## src/rtl/alu_exec_unit_pkg.sv

```systemverilog
// Shared constants for the execute stage: ALU op codes, main-control aluop encodings,
// R-type funct values and status flag bit positions.
package alu_exec_unit_pkg;

  typedef logic [2:0] alu_ctrl_t;
  typedef logic [1:0] aluop_t;
  typedef logic [4:0] funct_t;

  localparam alu_ctrl_t ALU_AND = 3'b000;
  localparam alu_ctrl_t ALU_OR  = 3'b001;
  localparam alu_ctrl_t ALU_ADD = 3'b010;
  localparam alu_ctrl_t ALU_NOR = 3'b100;
  localparam alu_ctrl_t ALU_SUB = 3'b110;
  localparam alu_ctrl_t ALU_SLT = 3'b111;

  localparam aluop_t ALUOP_MEM   = 2'b00;
  localparam aluop_t ALUOP_BEQ   = 2'b01;
  localparam aluop_t ALUOP_RTYPE = 2'b10;
  localparam aluop_t ALUOP_ADDI  = 2'b11;

  localparam funct_t FUNCT_ADD = 5'b00000;
  localparam funct_t FUNCT_SUB = 5'b00010;
  localparam funct_t FUNCT_AND = 5'b00100;
  localparam funct_t FUNCT_OR  = 5'b00101;
  localparam funct_t FUNCT_NOR = 5'b00111;
  localparam funct_t FUNCT_SLT = 5'b01010;

  localparam int unsigned FLG_Z = 0;
  localparam int unsigned FLG_N = 1;
  localparam int unsigned FLG_V = 2;

endpackage

```

## src/rtl/alu_exec_unit_if.sv

```systemverilog
// Operand/result bundle between the decode stage (master) and the execute unit (slave).
interface alu_exec_unit_if #(
  parameter int unsigned WIDTH = 32
);
  logic [1:0]       aluop;
  logic [4:0]       funct;
  logic [WIDTH-1:0] a;
  logic [WIDTH-1:0] b;
  logic [WIDTH-1:0] pc;
  logic [WIDTH-1:0] imm_sext;
  logic             status_we;
  logic [2:0]       gout;
  logic [WIDTH-1:0] result;
  logic             zero;
  logic [2:0]       status;
  logic [2:0]       status_q;
  logic [WIDTH-1:0] pc_plus4;
  logic [WIDTH-1:0] branch_target;

  modport master (
    output aluop, funct, a, b, pc, imm_sext, status_we,
    input  gout, result, zero, status, status_q, pc_plus4, branch_target
  );

  modport slave (
    input  aluop, funct, a, b, pc, imm_sext, status_we,
    output gout, result, zero, status, status_q, pc_plus4, branch_target
  );
endinterface

```

## src/rtl/alu_exec_unit_adder.sv

```systemverilog
// Plain WIDTH-bit wrapping adder, shared by the PC incrementer and branch-target path.
module alu_exec_unit_adder #(
  parameter int unsigned WIDTH = 32
) (
  input  logic [WIDTH-1:0] a_i,
  input  logic [WIDTH-1:0] b_i,
  output logic [WIDTH-1:0] sum_o
);

  assign sum_o = a_i + b_i;

endmodule

```

## src/rtl/alu_op_decode.sv

```systemverilog
// ALU-control decode: maps main-control aluop and the funct field to the ALU op code.
module alu_op_decode
  import alu_exec_unit_pkg::*;
(
  input  logic [1:0] aluop_i,
  input  logic [4:0] funct_i,
  output logic [2:0] gout_o
);

  always_comb begin
    gout_o = ALU_ADD;
    case (aluop_i)
      ALUOP_BEQ: gout_o = ALU_SUB;
      ALUOP_RTYPE: begin
        case (funct_i)
          FUNCT_SUB: gout_o = ALU_SUB;
          FUNCT_AND: gout_o = ALU_AND;
          FUNCT_OR:  gout_o = ALU_OR;
          FUNCT_NOR: gout_o = ALU_NOR;
          FUNCT_SLT: gout_o = ALU_SLT;
          default:   gout_o = ALU_ADD;
        endcase
      end
      default: gout_o = ALU_ADD;
    endcase
  end

endmodule

```

## src/rtl/alu_exec_unit.sv

```systemverilog
// Execute stage: ALU-control decode, ALU with {V,N,Z} flags, PC+4 and branch-target adders,
// and the architectural status register read by the flag-conditional branches.
module alu_exec_unit
  import alu_exec_unit_pkg::*;
#(
  parameter int unsigned WIDTH  = 32,
  parameter int unsigned PC_INC = 4
) (
  input  logic           clk,
  input  logic           rst_n,
  alu_exec_unit_if.slave bus
);

  localparam int unsigned Msb = WIDTH - 1;

  logic [2:0]       gout;
  logic [WIDTH-1:0] sum;
  logic [WIDTH-1:0] diff;
  logic             v_add;
  logic             v_sub;
  logic             slt;
  logic [WIDTH-1:0] alu_res;
  logic             alu_v;
  logic [2:0]       status;
  logic [2:0]       status_d;
  logic [2:0]       status_q;
  logic [WIDTH-1:0] pc_inc;
  logic [WIDTH-1:0] imm_shift;
  logic [WIDTH-1:0] pc_plus4;
  logic [WIDTH-1:0] branch_target;

  alu_op_decode u_decode (
    .aluop_i (bus.aluop),
    .funct_i (bus.funct),
    .gout_o  (gout)
  );

  assign sum   = bus.a + bus.b;
  assign diff  = bus.a - bus.b;
  assign v_add = (bus.a[Msb] == bus.b[Msb]) && (sum[Msb] != bus.a[Msb]);
  assign v_sub = (bus.a[Msb] != bus.b[Msb]) && (diff[Msb] != bus.a[Msb]);
  // Sign of the difference corrected by overflow gives a true signed compare at the extremes.
  assign slt   = diff[Msb] ^ v_sub;

  always_comb begin
    alu_res = '0;
    alu_v   = 1'b0;
    case (gout)
      ALU_AND: alu_res = bus.a & bus.b;
      ALU_OR:  alu_res = bus.a | bus.b;
      ALU_NOR: alu_res = ~(bus.a | bus.b);
      ALU_ADD: begin
        alu_res = sum;
        alu_v   = v_add;
      end
      ALU_SUB: begin
        alu_res = diff;
        alu_v   = v_sub;
      end
      ALU_SLT: begin
        alu_res = {{(WIDTH-1){1'b0}}, slt};
        alu_v   = v_sub;
      end
      default: begin
        alu_res = '0;
        alu_v   = 1'b0;
      end
    endcase
  end

  always_comb begin
    status        = '0;
    status[FLG_Z] = (alu_res == '0);
    status[FLG_N] = alu_res[Msb];
    status[FLG_V] = alu_v;
  end

  assign status_d = bus.status_we ? status : status_q;

  always_ff @(posedge clk or negedge rst_n) begin
    if (!rst_n) begin
      status_q <= 3'b000;
    end else begin
      status_q <= status_d;
    end
  end

  assign pc_inc    = WIDTH'(PC_INC);
  assign imm_shift = {bus.imm_sext[WIDTH-3:0], 2'b00};

  alu_exec_unit_adder #(
    .WIDTH (WIDTH)
  ) u_pc_inc (
    .a_i   (bus.pc),
    .b_i   (pc_inc),
    .sum_o (pc_plus4)
  );

  alu_exec_unit_adder #(
    .WIDTH (WIDTH)
  ) u_br_tgt (
    .a_i   (pc_plus4),
    .b_i   (imm_shift),
    .sum_o (branch_target)
  );

  assign bus.gout          = gout;
  assign bus.result        = alu_res;
  assign bus.zero          = status[FLG_Z];
  assign bus.status        = status;
  assign bus.status_q      = status_q;
  assign bus.pc_plus4      = pc_plus4;
  assign bus.branch_target = branch_target;

endmodule

```

## src/flat_wrapper.sv

```systemverilog
// flat-port wrapper written by rule: the top's interface ports become plain ports
module alu_exec_unit_flat import alu_exec_unit_pkg::*;
#(
  parameter int unsigned WIDTH  = 32,
  parameter int unsigned PC_INC = 4
)
  (clk, rst_n, bus_aluop, bus_funct, bus_a, bus_b, bus_pc, bus_imm_sext, bus_status_we, bus_gout, bus_result, bus_zero, bus_status, bus_status_q, bus_pc_plus4, bus_branch_target);
  alu_exec_unit_if #(.WIDTH(WIDTH)) bus_i ();
  input  logic clk;
  input  logic rst_n;
  input wire logic [$bits(bus_i.aluop)-1:0] bus_aluop;
  input wire logic [$bits(bus_i.funct)-1:0] bus_funct;
  input wire logic [$bits(bus_i.a)-1:0] bus_a;
  input wire logic [$bits(bus_i.b)-1:0] bus_b;
  input wire logic [$bits(bus_i.pc)-1:0] bus_pc;
  input wire logic [$bits(bus_i.imm_sext)-1:0] bus_imm_sext;
  input wire logic [$bits(bus_i.status_we)-1:0] bus_status_we;
  output wire logic [$bits(bus_i.gout)-1:0] bus_gout;
  output wire logic [$bits(bus_i.result)-1:0] bus_result;
  output wire logic [$bits(bus_i.zero)-1:0] bus_zero;
  output wire logic [$bits(bus_i.status)-1:0] bus_status;
  output wire logic [$bits(bus_i.status_q)-1:0] bus_status_q;
  output wire logic [$bits(bus_i.pc_plus4)-1:0] bus_pc_plus4;
  output wire logic [$bits(bus_i.branch_target)-1:0] bus_branch_target;
  assign bus_i.aluop = bus_aluop;
  assign bus_i.funct = bus_funct;
  assign bus_i.a = bus_a;
  assign bus_i.b = bus_b;
  assign bus_i.pc = bus_pc;
  assign bus_i.imm_sext = bus_imm_sext;
  assign bus_i.status_we = bus_status_we;
  assign bus_gout = bus_i.gout;
  assign bus_result = bus_i.result;
  assign bus_zero = bus_i.zero;
  assign bus_status = bus_i.status;
  assign bus_status_q = bus_i.status_q;
  assign bus_pc_plus4 = bus_i.pc_plus4;
  assign bus_branch_target = bus_i.branch_target;
  alu_exec_unit #(.WIDTH(WIDTH), .PC_INC(PC_INC)) u_core (.clk(clk), .rst_n(rst_n), .bus(bus_i));
endmodule
```

## config.mk

```make
export PLATFORM = sky130hd
export DESIGN_NAME = alu_exec_unit_flat
export DESIGN_NICKNAME = d
export VERILOG_FILES = /design/src/rtl/alu_exec_unit_pkg.sv /design/src/rtl/alu_exec_unit_if.sv /design/src/rtl/alu_exec_unit_adder.sv /design/src/rtl/alu_op_decode.sv /design/src/rtl/alu_exec_unit.sv /design/src/flat_wrapper.sv
export SDC_FILE = /design/constraint.sdc
export NUM_CORES = 1
export LEC_CHECK = 0
export BUFFER_PORTS_ARGS = -buffer_cell sky130_fd_sc_hd__buf_2
export CAP_MARGIN = 15
export CORE_ASPECT_RATIO = 1.1
export CORE_MARGIN = 2
export CORE_UTILIZATION = 53
export CTS_CLUSTER_DIAMETER = 120
export CTS_CLUSTER_SIZE = 10
export DETAILED_ROUTE_END_ITERATION = 8
export HOLD_SLACK_MARGIN = 0.05
export PLACE_DENSITY = 0.82
export SLEW_MARGIN = 20
export SYNTH_ARGS = -nofsm -noshare
export SYNTH_HDL_FRONTEND = slang
export SYNTH_SLANG_ARGS = --single-unit
```

## constraint.sdc

```tcl
create_clock -name clk -period 8.9 [get_ports clk]
set_input_delay 1.78 -clock clk [delete_from_list [all_inputs] [get_ports clk]]
set_output_delay 1.78 -clock clk [all_outputs]
set_load 0.005 [all_outputs]
```

Yosys cells after proc, flatten, opt, wreduce, memory -nomap -nowiden
Index checks and enable logic that the tools add are counted.

Add/subtract/negate cells: 4. Multipliers: 0. Div/mod/pow operators: 0. Magnitude comparators: 0. Eq/ne operators: 16. Shifts and indexed selects: 0. Muxes and demuxes: 4. Bitwise operators: 4. Reduce and logical (&&, ||, !) cells: 5.

Operator list (count): $pmux 32 s6 (1); $add 32x32->32 (2); $add 32x3->32 const B (1); $and 32x32->32 (1); $logic_not 32->1 (1); $not 32->32 (1); $or 32x32->32 (1); $sub 32x32->32 (1); $eq 5x3->1 const B (3); $pmux 3 s5 (1); $eq 3x3->1 const B (3); $pmux 3 s2 (1); $eq 5x2->1 const B (1); $eq 5x4->1 const B (1); $eq 3x1->1 const B (1); $eq 3x2->1 const B (1); $logic_not 3->1 (1); $ne 1x1->1 (3); $eq 2x1->1 const B (1); $eq 2x2->1 const B (1); $logic_and 1x1->1 (2); $pmux 1 s2 (1); $reduce_or 2->1 (1); $eq 1x1->1 (1); $xor 1x1->1 (1).

Flip-flop bits (word level): 3. Latch bits: 0. Memory bits (writable): 0. Memory bits (read-only): 0. Output and inout bits: 106. Word-level logic and storage cells: 34. Memories: 0.

Depth between registers and ports, before layout
Depth after elaboration: 6. Depth in mapped cells: 23. Gate-level depth less buffers: 21.

Modules after synthesis
A second synthesis with hierarchy kept.

Cell total of the unflattened synthesis: 1378. Area total of the unflattened synthesis: 9521.6 µm².

Modules (own cells, without submodules): alu_exec_unit (times used 1, cells an instance 923, area an instance 6188.4 µm², sequential area each 75.1 µm²); alu_exec_unit_adder (u_core.u_pc_inc) (times used 1, cells an instance 236, area an instance 1712.9 µm², sequential area each 0.0 µm²); alu_exec_unit_adder (u_core.u_br_tgt) (times used 1, cells an instance 202, area an instance 1498.9 µm², sequential area each 0.0 µm²); alu_op_decode (times used 1, cells an instance 17, area an instance 121.4 µm², sequential area each 0.0 µm²).

Worst setup path before layout
Ideal clock, no wire load.

Path type: input -> output. From: in bus_b[9]. To: out bus_status[0]. Arrival: 5.567 ns. Slack: 1.553 ns. Stages on the path: 23. Path buffers: 2. Cells stage by stage: inv_1 > ha_1 > buf_2 > nor4_1 > and2_1 > a2bb2oi_2 > a21oi_2 > a211o_1 > a21oi_2 > nor2_1 > nor2_1 > o21bai_1 > a21oi_1 > fa_1 > nor2_1 > o21ai_0 > a22o_1 > nor3_1 > nor4bb_1 > and4_1 > nand4b_1 > nor2_1 > buf_4.

Word-level cells in the longest chain between the ends: 6. Elaborated cells between the ends (all ways): 10. Classes of those cells: add/sub (2); eq/ne (1); mux (1); bitwise (4); reduce/logical (2).

Ends and longest elaborated chain: from (decl) (line flat_wrapper.sv:14) `input wire logic [$bits(bus_i.b)-1:0] bus_b;`; $sub 32x32->32 (*) (line alu_exec_unit.sv:39) `assign diff = bus.a - bus.b;`; $ne 1x1->1 (line alu_exec_unit.sv:41) `assign v_sub = (bus.a[Msb] != bus.b[Msb]) && (diff[Msb] != bus.a[Msb]);`; $logic_and 1x1->1 (line alu_exec_unit.sv:41); $xor 1x1->1 (*) (line alu_exec_unit.sv:43) `assign slt = diff[Msb] ^ v_sub;`; $pmux 32 s6 (*) (line alu_exec_unit.sv:48) `case (gout)`; net bus_result[0] (line flat_wrapper.sv:19) `output wire logic [$bits(bus_i.result)-1:0] bus_result;`; $logic_not 32->1 (*) (line alu_exec_unit.sv:73) `status[FLG_Z] = (alu_res == '0);`; to (decl) (line flat_wrapper.sv:21) `output wire logic [$bits(bus_i.status)-1:0] bus_status;`.

Mark *: on every way through the listed nets, which the timed path passes. The rest lies on a longest branch.

Worst setup path in the final report
From: in bus_b[9]. To: out bus_zero.

Word-level cells in the longest chain between the ends: 6. Elaborated cells between the ends (all ways): 10. Classes of those cells: add/sub (2); eq/ne (1); mux (1); bitwise (4); reduce/logical (2).

Ends and longest elaborated chain: $sub 32x32->32 (line alu_exec_unit.sv:39); $ne 1x1->1 (line alu_exec_unit.sv:41); $logic_and 1x1->1 (line alu_exec_unit.sv:41); $xor 1x1->1 (line alu_exec_unit.sv:43); $pmux 32 s6 (*) (line alu_exec_unit.sv:48); $logic_not 32->1 (*) (line alu_exec_unit.sv:73); to (decl) (line flat_wrapper.sv:20) `output wire logic [$bits(bus_i.zero)-1:0] bus_zero;`.

Mark *: on every way between the ends. The rest lies on a longest branch, timed or not.

==> impl_metrics.yaml <==
detailed_routing:
  drc: 0
  wire_per_inst_um: 17.80
  drt_first_pass_iters: 5
  viasPerCell: 6.344
  drtAntennaViolNets: 0
  routed_wl_um: 27710
  dr_total_vias: 9877
  drt_iter0_markers: 1039
grt:
  grt_max_degree: 22
  antenna_found_initial: 2
  grt_use_total_pct: 32.95
  grt_overflow: 0
  grt_pass1_vias: 9059
  grt_pass1_wl_um: 44570
worst_setup_path:
  crit_type: "input port to output port"
  cp_max_fo: 12
  startpoint: "bus_b[9]"
  worstPathRequired_ps: 7120
  cp.arrival_ps: 6660
  startpoint_type: "input port"
  r2r_start: "u_core.bus.status_q[2]"
  endpoint_kind: "output port"
floorplanning:
  core_area_mm2: 0.01500
  start_util_pct: 53.83
  ios: 244
  die_w_um: 121.7
  chipHeight_um: 133.4
  core.rowCount: 47
  die_area_mm2: 0.01623
finish:
  syn_to_final_growth_pct: 16.80
  top_regs: "u_core.bus.status_q x3"
  largest_reg_flops: 3
  drive_gt1_share_pct: 23.31
  final_nets: 1640
  largest-register: "u_core.bus.status_q"
synth:
  ys_seq_area_share_pct: 0.9301
  synth_top_area_cell: "ha_1"
  synth.top_cell.area_share_pct: 21.24
  syn_inst: 1158
  synth_common_cells: "137 x ha_1, 117 x inv_1, 114 x nor2_1, 87 x a21oi_1, 61 x o21ai_0"
  yosysWarningCount: 0
  synth_seq_cells: 3
  avgSynthCellArea_um2: 6.970
  synth_area_mm2: 0.008071
  synth-main-ff-cell: "dfrtp_1"
  syn-num-nets: 1437
  synth-edff-count: 0
  synthTopCellsByArea: "ha_1 21%, inv_1 5.4%, a21oi_1 5.4%"
  synth_cell_type_count: 100
  synthArstFlopShare_pct: 100.0
  synth_most_common_cell: "ha_1"
clocking:
  clk_path_buf_depth: 2
  cts_buffers: 3
  numClockSinks: 3
  htree_levels: 1
  holdBufCountCts: 0
  cts_tree: "built"
  clk_pin_slew_ps: 30
  cts-root-buf: "clkbuf_16"
  clock_latency_ps: 230
timing:
  tns_ps: 0
  final-setup-viol-count: 0
  finalCritPeriodShare_pct: 94.86
  rsz0062_at_grt: "no"
  period_needed_ps: 8442
  finalClockSkew_ps: 0
  setup_ws_ps: 457.8
  max_freq_ghz: 0.1185
  worstMarginPinSlew_ps: 1177
  hold_viol: 0
  maxSlewViolCount: 0
  slew_headroom_pct: 20.67
place:
  dpl.hpwl_um: 22660
  dp_worst_setup_slack_ps: 513.5
  port_buffers: 235
  place_congestion: 1.040
pwr:
  p_leak_nw: 4.668
  vdd_drop_max_v: 0.00004107
  power_density_mw_per_mm2: 81.20
run:
  cap_viol_max_count: 0
hold_path:
  min_path_type: "flop to flop"
  min_from: "u_core.bus.status_q[0]"
run_status:
  outcome: "completed"
-- critical path: stages --
cell	delay, ps
buf_2	100
inv_1	60
ha_1	450
nand2b_1	240
a211oi_2	410
nor4b_2	150
a21oi_4	280
a211o_1	250
a21oi_2	90
nor2_1	160
nor2_1	60
o21bai_1	120
a21oi_1	110
fa_1	410
nor2_1	110
o21ai_0	90
a22o_1	230
nor3_1	220
nor4bb_1	320
buf_4	170
and4_1	220
nand4b_1	150
nor2_1	290
buf_2	180
-- per-layer routing --
layer	routed length, um	track usage, %	part of all wire [%]	vias to the layer above
li1	-	-	-	4671
met2	13070	56.87	47	608
met4	1320	13.79	4.8	2
met5	7	0	0.025	-
met3	2670	3.553	9.6	116
met1	10640	41.38	38	4480
-- per-stage QoR --
step / power, mW / util (%) / hold WS [ps] / cell area [um2] / cells
3_3_place_gp: 0.6615 / 62.24 / 467.7 / 9333 / 1552
3_5_place_dp: 0.6737 / 62.24 / 481.4 / 9333 / 1552
4_1_cts: 0.7500 / 62.76 / 507.5 / 9412 / 1556
5_1_grt: 0.8311 / 62.87 / 524.0 / 9428 / 1557
2_1_floorplan: 0.4543 / - / 481.2 / 8071 / 1158
6_report: 0.7655 / 62.87 / 504.3 / 9428 / 1557
-- cells in the final DEF (no fill, tap or decap), types with 14 or more instances in the layout --
master    netlist  layout
a21o_1         25      25
a21oi_1        87      87
a221oi_1       17      17
buf_2          20     235
buf_4          17      21
ha_1          137     137
inv_1         117     117
nand2_1        60      60
nand3_1        38      38
nor2_1        114     114
nor3_1         36      36
o21ai_0        61      61
o21bai_1       14      14
or3_1          16      16
xnor2_1        44      44
xor2_1         27      27
-- kinds of logic (layout without fill, tap and decap cells) --
logic type               count (synthesis)  in the layout  share of synthesized area [%]
AO/OA/AOI/OAI                          397            397                          36.13
XOR/XNOR                                71             71                          7.704
adder cells (fa/ha/maj)                141            141                          22.23
buffers and inverters                  175            377                          9.564
flip-flops                               3              3                         0.9301
multiplexers                             4              4                         0.5116
other                                    0              1                              0
AND/OR/NAND/NOR                        367            367                          22.93
-- final cells by class --
type | instances | area, um2
antenna | 1 | 2.502
clock buffer | 4 | 78.83
fill | 1448 | 5568
inverter | 117 | 439.2
multi-input combinational | 980 | 7253
sequential | 3 | 75.07
tap | 196 | 245.2
timing repair buffer | 256 | 1334
-- path summary, 6_finish.rpt --
path	to	slack [ps]	cells past startpoint
setup / recovery	bus_zero	460	24
hold / removal	u_core.bus.status_q[0]	500	2
setup reg to reg	u_core.bus.status_q[2]	8140	1
hold reg to reg	u_core.bus.status_q[0]	500	2
max in group asynchronous	u_core.bus.status_q[0]	7440	1
min in group asynchronous	u_core.bus.status_q[1]	1350	1
-- report_power, final --
part           switching, mW  internal (mW)  leakage (nW)
registers           0.000834         0.0154        0.0379
clock network         0.0133         0.0592        0.0382
logic                  0.394          0.282          4.59
-- repair_timing --
| item | 4_1_cts | 5_1_grt |
|---|---|---|
| resized for setup | 0 | 2 |
| buffers inserted | 0 | 0 |
| setup endpoints to repair | 0 | 2 |
(Power assumes the default switching activity.)
